--- config.mk ---
export PLATFORM = sky130hd
export DESIGN_NAME = spike_rate_decoder
export DESIGN_NICKNAME = d
export VERILOG_FILES = /design/src/rtl/spike_pkg.sv /design/src/rtl/spike_lane_counter.sv /design/src/rtl/spike_rate_decoder.sv
export SDC_FILE = /design/constraint.sdc
export NUM_CORES = 1
export LEC_CHECK = 0
export ABC_AREA = 0
export CORE_MARGIN = 2
export CORE_UTILIZATION = 58
export CTS_BUF_LIST = sky130_fd_sc_hd__clkbuf_4
export DETAILED_ROUTE_END_ITERATION = 8
export DONT_BUFFER_PORTS = 1
export GPL_ROUTABILITY_DRIVEN = 0
export GPL_TIMING_DRIVEN = 0
export PLACE_DENSITY_LB_ADDON = 0.2
export RECOVER_POWER = 50
export SLEW_MARGIN = 20
export SYNTH_ARGS = -nofsm -noshare
export SYNTH_HDL_FRONTEND = slang
export SYNTH_SLANG_ARGS = --single-unit
--- constraint.sdc ---
create_clock -name clk -period 2.6 [get_ports clk]
set_input_delay 0.26 -clock clk [delete_from_list [all_inputs] [get_ports clk]]
set_output_delay 0.26 -clock clk [all_outputs]
set_load 0.01 [all_outputs]
--- src/rtl/spike_pkg.sv ---
// Shared defaults, FSM state encoding and saturating-increment helper for the spike rate decoder.
package spike_pkg;

    localparam int DEF_LANES    = 4;
    localparam int DEF_CNT_W    = 4;
    localparam int DEF_WIN_LOG2 = 4;

    typedef enum logic {
        IDLE  = 1'b0,
        COUNT = 1'b1
    } state_t;

    // Adds inc to val but never moves past max.
    function automatic logic [31:0] sat_inc(input logic [31:0] val,
                                            input logic        inc,
                                            input logic [31:0] max);
        return (inc && (val != max)) ? val + 32'd1 : val;
    endfunction

endpackage

--- src/rtl/spike_lane_counter.sv ---
// One lane: rising-edge detect plus saturating counter; count already includes this cycle's edge.
// Edge history updates every cycle regardless of count_en, so a level held across windows counts once.
module spike_lane_counter
    import spike_pkg::*;
#(
    parameter int CNT_W = DEF_CNT_W
) (
    input  logic             clk,
    input  logic             rst,
    input  logic             spike,
    input  logic             count_en,
    input  logic             clear,
    output logic [CNT_W-1:0] count
);

    localparam logic [31:0] CNT_MAX = (32'd1 << CNT_W) - 32'd1;

    logic             prev;
    logic             rise;
    logic [CNT_W-1:0] acc;

    assign rise = spike & ~prev;

    always_comb begin
        count = acc;
        if (count_en) begin
            count = CNT_W'(sat_inc(32'(acc), rise, CNT_MAX));
        end
    end

    always_ff @(posedge clk) begin
        if (rst) begin
            prev <= 1'b0;
            acc  <= '0;
        end else begin
            prev <= spike;
            acc  <= clear ? '0 : count;
        end
    end

endmodule

--- src/rtl/spike_rate_decoder.sv ---
// Counts per-lane spike rising edges over 2^WIN_LOG2-cycle windows; result lands in rate one cycle after window end.
// Valid/ready output: an unaccepted result is overwritten by the next window and flags sticky overrun.
module spike_rate_decoder
    import spike_pkg::*;
#(
    parameter int LANES    = DEF_LANES,
    parameter int CNT_W    = DEF_CNT_W,
    parameter int WIN_LOG2 = DEF_WIN_LOG2
) (
    input  logic                   clk,
    input  logic                   rst,
    input  logic                   en,
    input  logic [LANES-1:0]       spike,
    output logic [LANES*CNT_W-1:0] rate,
    output logic                   out_valid,
    input  logic                   out_ready,
    output logic                   overrun,
    output logic                   busy
);

    localparam logic [WIN_LOG2-1:0] WIN_LAST = '1;

    state_t                 state;
    state_t                 state_nxt;
    logic [WIN_LOG2-1:0]    win_cnt;
    logic                   count_en;
    logic                   win_end;
    logic                   lane_clear;
    logic                   accept;
    logic [LANES*CNT_W-1:0] lane_cnt;

    assign count_en   = (state == COUNT) && en;
    assign win_end    = count_en && (win_cnt == WIN_LAST);
    // Dropping en mid-window discards the partial counts along with the window position.
    assign lane_clear = !count_en || win_end;
    assign accept     = out_valid && out_ready;

    always_ff @(posedge clk) begin
        if (rst) begin
            state <= IDLE;
        end else begin
            state <= state_nxt;
        end
    end

    always_comb begin
        state_nxt = state;
        if ((state == IDLE) && en) begin
            state_nxt = COUNT;
        end else if ((state == COUNT) && !en) begin
            state_nxt = IDLE;
        end
    end

    always_comb begin
        busy = (state == COUNT);
    end

    always_ff @(posedge clk) begin
        if (rst) begin
            win_cnt <= '0;
        end else if (count_en) begin
            win_cnt <= win_cnt + WIN_LOG2'(1);
        end else begin
            win_cnt <= '0;
        end
    end

    for (genvar i = 0; i < LANES; i++) begin : g_lane
        spike_lane_counter #(
            .CNT_W (CNT_W)
        ) u_lane (
            .clk      (clk),
            .rst      (rst),
            .spike    (spike[i]),
            .count_en (count_en),
            .clear    (lane_clear),
            .count    (lane_cnt[i*CNT_W +: CNT_W])
        );
    end

    always_ff @(posedge clk) begin
        if (rst) begin
            rate      <= '0;
            out_valid <= 1'b0;
            overrun   <= 1'b0;
        end else begin
            if (win_end) begin
                rate <= lane_cnt;
            end
            if (win_end) begin
                out_valid <= 1'b1;
            end else if (accept) begin
                out_valid <= 1'b0;
            end
            if (win_end && out_valid && !out_ready) begin
                overrun <= 1'b1;
            end else if (accept) begin
                overrun <= 1'b0;
            end
        end
    end

endmodule

==> impl_metrics.json, run 1 <==
{
  "status": "finished clean",
  "fmax_mhz": 557,
  "vdd_drop_max_v": 0.000342,
  "dp_hpwl_um": 2570,
  "cts_sinks": 43,
  "n_antenna_cell": 0,
  "cts_resized": 0,
  "htree_num_levels": 2,
  "cts_hold_buf": 1,
  "rsz0062_at_grt": "false",
  "ys_seq_area_share_pct": 47.9,
  "hold_end": "g_lane[1].u_lane.prev",
  "tightest_slew_ns": 0.531,
  "p_total_uw": 998,
  "synthTopCellsByCount": "dfxtp_1 (43), nor2_1 (22), a21oi_1 (15)",
  "fp-row-count": 20,
  "slew_headroom_pct": 64.6,
  "hold_violations": 0,
  "yosysUniqueCellTypes": 28,
  "crit_chain": "ha_1, buf_6, and4_1, clkbuf_1, buf_4, nor2_1, a311oi_2",
  "crit_path_end_kind": "register",
  "antenna_found_initial": 0,
  "fin_crit_sh_pct": 69.1,
  "synth.most_common_cell": "dfxtp_1",
  "grt_max_degree": 13,
  "holdWs_ns": 0.0436,
  "die_h_um": 59.7,
  "dp.cells": 211,
  "critPathMaxStageDelay_ns": 0.44,
  "cts_buffers": 5,
  "cts-root-buf": "clkbuf_4",
  "ant_nets": 0,
  "ys_ff_latch": 43,
  "hold_class": "in -> reg",
  "drt_iter0_markers": 68,
  "p_per_area_nw_per_um2": 527,
  "yosysWarnings": 0,
  "worstPathRequired_ns": 2.86,
  "worst-path-buf-inv": 3,
  "drc": 0,
  "clkSlewWorstSetupHoldPaths_ns": 0.11,
  "cts.path.max_buffers": 2,
  "fin_setup_tns_ns": 0,
  "p_leak_uw": 0.000705,
  "critPathArrivalTime_ns": 2.06,
  "period_minus_slack_ns": 1.80,
  "dr.pass1.iters": 4,
  "netlist_top_cells_area": "dfxtp_1 (48%), a311oi_1 (5.4%), ha_1 (4.9%)",
  "maxCapViolCount": 0,
  "final_nets": 201,
  "die_area_sq_um": 3560,
  "cts_tree": "yes",
  "wl_per_cell_um": 15.8,
  "syn-num-nets": 193,
  "r2r-end": "rate[1]",
  "syn_inst": 178,
  "grtUsageTotal_pct": 22.5,
  "drt_wl_total_um": 3470,
  "fin_cells": 219,
  "syn_area_per_cell_sq_um": 10.1,
  "clk_latency_ns": 0.35,
  "finClkSkew_ns": 0.00744,
  "cpMaxStageDelayCell": "dfxtp_1",
  "die_w_um": 59.7,
  "hold_start": "spike[1]",
  "critical-path-top-delay-family": "buffers and inverters",
  "slew_viol_final": 0,
  "ios": 27,
  "io_buffers": 0,
  "drive_gt1_share_pct": 9.14,
  "synth_edf_count": 0,
  "worstSetupPathType": "reg -> reg",
  "r2r_start": "busy",
  "initial_core_util_pct": 59.9,
  "rr_worst_depth": 7,
  "ff2ff_setup_slack_ns": 0.80,
  "netlist.top_cell.by_area": "dfxtp_1",
  "grt_pass1_vias": 1309,
  "cts_setup_buffers": 0,
  "start_kind": "register",
  "coreArea_sq_um": 3000,
  "synth_top_area_share_pct": 47.9,
  "synth_area_sq_um": 1800,
  "area_growth_pct": 5.36,
  "ys.flop_type": "dfxtp_1",
  "finalSetupViolCount": 0,
  "min_path_cells": 1,
  "vias_per_cell": 6.26,
  "synth-async-reset-ratio_pct": 0,
  "grt_first_pass_wirelength_um": 5920,
  "grt-ovfl-total": 0,
  "via_count": 1370,
  "critPathMaxFanout": 10
}
[through the flow]
| stage | instance area (sq um) | setup slack, ns | utilization (%) |
|---|---|---|---|
| 2_1_floorplan | 1800 | 1.09 | - |
| 3_3_place_gp | 1840 | 0.921 | 61.3 |
| 3_5_place_dp | 1840 | 0.908 | 61.3 |
| 4_1_cts | 1900 | 0.871 | 63.1 |
| 5_1_grt | 1890 | 0.692 | 63.1 |
| 6_report | 1890 | 0.804 | 63.1 |
[cell usage in the layout (no fill, tap or decap), types with 4 or more instances in the layout]
cell / instances
dfxtp_1: 43
nor2_1: 22
a21oi_1: 15
a311oi_1: 11
or3_1: 9
nand2b_1: 8
o21ai_0: 8
ha_1: 7
nand3_1: 5
o31ai_1: 5
clkbuf_4: 5
inv_1: 4
nor2b_1: 4
and3_1: 4
nand3b_4: 4
mux2i_1: 4
or3b_1: 4
[final cells by class]
class | instances | area (sq um)
fill | 254 | 1110
inverter | 4 | 15.0
sequential | 43 | 861
buffer | 8 | 47.5
clock buffer | 5 | 37.5
timing repair buffer | 1 | 10.0
clock inverter | 2 | 8.76
tap | 33 | 41.3
multi-input combinational | 123 | 873
[state kept, by name, summed over array words and instances, names as in the netlist]
| register | cells |
|---|---|
| busy | 1 |
| win_cnt | 4 |
| g_lane.u_lane.acc | 16 |
| rate | 16 |
| overrun | 1 |
| g_lane.u_lane.prev | 4 |
| out_valid | 1 |
[cells by family after synthesis]
logic type / synth area share (%)
simple gates: 23.0
mux: 2.23
flops: 47.9
fa+ha+maj: 4.87
buf+inv: 3.55
xor+xnor: 0.974
compound gates: 17.5
[power by group]
part	total, uW	switching, uW	internal, uW
clock	293	197	96.0
combinational	37.3	20.4	17.0
sequential	668	4.08	664
[routing by layer]
metal  vias to the layer above  global-route usage, %  routed length, um
li1                        677                      -                  -
met1                       652                   26.9               1440
met2                        35                   37.7               1770
met3                         6                   7.79                214
met4                         0                   7.30                 47
met5                         -                      0                  0
[worst max-delay path by stage]
stage / start / end / slack [ns] / cells past startpoint
2_1_floorplan: busy / rate[15] / 1.09 / 5
3_5_place_dp: busy / rate[15] / 0.91 / 7
3_3_place_gp: busy / rate[3] / 0.92 / 7
4_1_cts: busy / rate[15] / 0.87 / 7
5_1_grt: busy / rate[3] / 0.69 / 7
6_report: busy / rate[1] / 0.80 / 7
No activity file was read; power rests on OpenSTA's default activity.
==> inputs of run 2 (changes only) <==
- clock period: 2.6 -> 1.65 ns (I/O delays scaled with it)
==> run 2 against run 1 <==
Global-route usage increased by 0.14 points; total power increased by 59%; final area increased by 5.3%; register-to-register slack got worse by 0.76 ns; critical endpoint is now rate[8]; largest power group unchanged; routed wire length increased by 7.5%.
==> impl_metrics.json, run 2 (synthesis gave the netlist of run 1 again) <==
{
  "status": "finished clean",
  "final_cell_mix": "dfxtp_1 (42), nor2_1 (22), a21oi_1 (15)",
  "critPathArrivalTime_ns": 1.87,
  "wl_per_cell_um": 16.5,
  "critPathMaxStageDelay_ns": 0.40,
  "dr.pass1.iters": 4,
  "grt_pass1_vias": 1325,
  "start_kind": "register",
  "cts-root-buf": "clkbuf_4",
  "fmax_mhz": 621,
  "io_buffers": 0,
  "worstSetupPathType": "reg -> reg",
  "crit_path_end_kind": "register",
  "dp_hpwl_um": 2570,
  "design_area_sq_um": 2000,
  "p_per_area_nw_per_um2": 797,
  "coreArea_sq_um": 3000,
  "cts_setup_buffers": 0,
  "drt_wl_total_um": 3730,
  "dp.cells": 211,
  "cpMaxStageDelayCell": "dfxtp_4",
  "cts.path.max_buffers": 2,
  "holdWs_ns": 0.00660,
  "hold_class": "in -> reg",
  "vdd_drop_max_v": 0.000556,
  "cts_buffers": 5,
  "p_leak_uw": 0.000745,
  "period_minus_slack_ns": 1.61,
  "finalSetupViolCount": 0,
  "slew_headroom_pct": 61.6,
  "drive_gt1_share_pct": 13.5,
  "maxCapViolCount": 0,
  "die_area_sq_um": 3560,
  "hold_violations": 0,
  "drt_iter0_markers": 111,
  "cts_sinks": 43,
  "die_w_um": 59.7,
  "place_area_sq_um": 1840,
  "via_count": 1415,
  "finish.utilization_pct": 66.5,
  "grt-ovfl-total": 0,
  "tightest_slew_ns": 0.576,
  "area_growth_pct": 11.0,
  "grt_max_degree": 13,
  "final_common_cell": "dfxtp_1",
  "crit_chain": "ha_4, buf_6, and4_1, clkbuf_4, buf_2, nor2_1, a311oi_1",
  "ios": 27,
  "slew_viol_final": 0,
  "worstPathRequired_ns": 1.91,
  "antenna_found_initial": 0,
  "regArea_sq_um": 865,
  "grt_first_pass_wirelength_um": 5950,
  "fin_crit_sh_pct": 97.6,
  "clkSlewWorstSetupHoldPaths_ns": 0.11,
  "multi_input_area_sq_um": 897,
  "reg.largest.list": "g_lane.u_lane.acc: 16 flops, rate: 16 flops",
  "finClkSkew_ns": 0.00607,
  "clk_latency_ns": 0.35,
  "die_h_um": 59.7,
  "fp-row-count": 20,
  "n_antenna_cell": 0,
  "htree_num_levels": 2,
  "grtUsageTotal_pct": 22.7,
  "fin_cells": 226,
  "ant_nets": 0,
  "critPathMaxFanout": 6,
  "cts_tree": "yes",
  "vias_per_cell": 6.26,
  "fin_setup_tns_ns": 0,
  "initial_core_util_pct": 59.9,
  "drc": 0,
  "nFillCells": 248,
  "final_nets": 208
}
## run 2: cell types whose count changed in the layout (fill, tap and decap cells not counted), moves of 2 or more
cell / change
buf_4: -2
dlygate4sd3_1: +5
buf_6: +2
clkbuf_4: +2
## run 2: metal layers
layer  track usage [%]  vias to the layer above  share of wire (%)
li1                  -                      690                  -
met1              26.9                      670                 39
met2              37.7                       45                 51
met3              8.01                       10                7.5
met4              7.94                        0                2.1
met5                 0                        -                  0
## run 2: final cells by class
type                       instances  share of cell area [%]
sequential                        43                    43.3
tap                               33                    2.07
clock buffer                       5                    1.88
clock inverter                     2                   0.439
inverter                           4                   0.752
buffer                             8                    3.07
multi-input combinational        123                    45.0
timing repair buffer               8                    3.51
## run 2: worst paths after layout
kind	startpoint	to	slack, ns	cells after the start
worst max-delay path	busy	rate[8]	0.04	7
worst min register to register	win_cnt[0]	win_cnt[0]	0.47	1
worst max register to register	busy	rate[8]	0.04	7
worst min-delay path	rst	rate[2]	0.007	2
## run 2: stage by stage
stage / total power (uW) / setup WS (ns)
6_report: 1590 / 0.0402
5_1_grt: 1660 / -0.0320
4_1_cts: 1590 / 0.0137
3_5_place_dp: 1130 / -0.0421
3_3_place_gp: 1130 / -0.0287
2_1_floorplan: 1120 / 0.135
## run 2: power by group
group	switching, uW	total, uW	internal [uW]
Combinational	36.7	74.0	37.3
Sequential	7.38	1050	1050
Clock	311	462	151
## run 2: timing repair
item	CTS	global route
resized for setup	2	9
hold buffers	5	1
pin swaps	0	0
hold endpoints to repair	5	2
setup endpoints to repair	20	18
gates cloned	0	2
## run 2: critical path: cells and delay by family, from the launching register on
family	cells	cell delay, ns
buf+inv	3	0.50
flops	1	0.40
simple gates	2	0.23
fa+ha+maj	1	0.14
compound gates	1	0.24
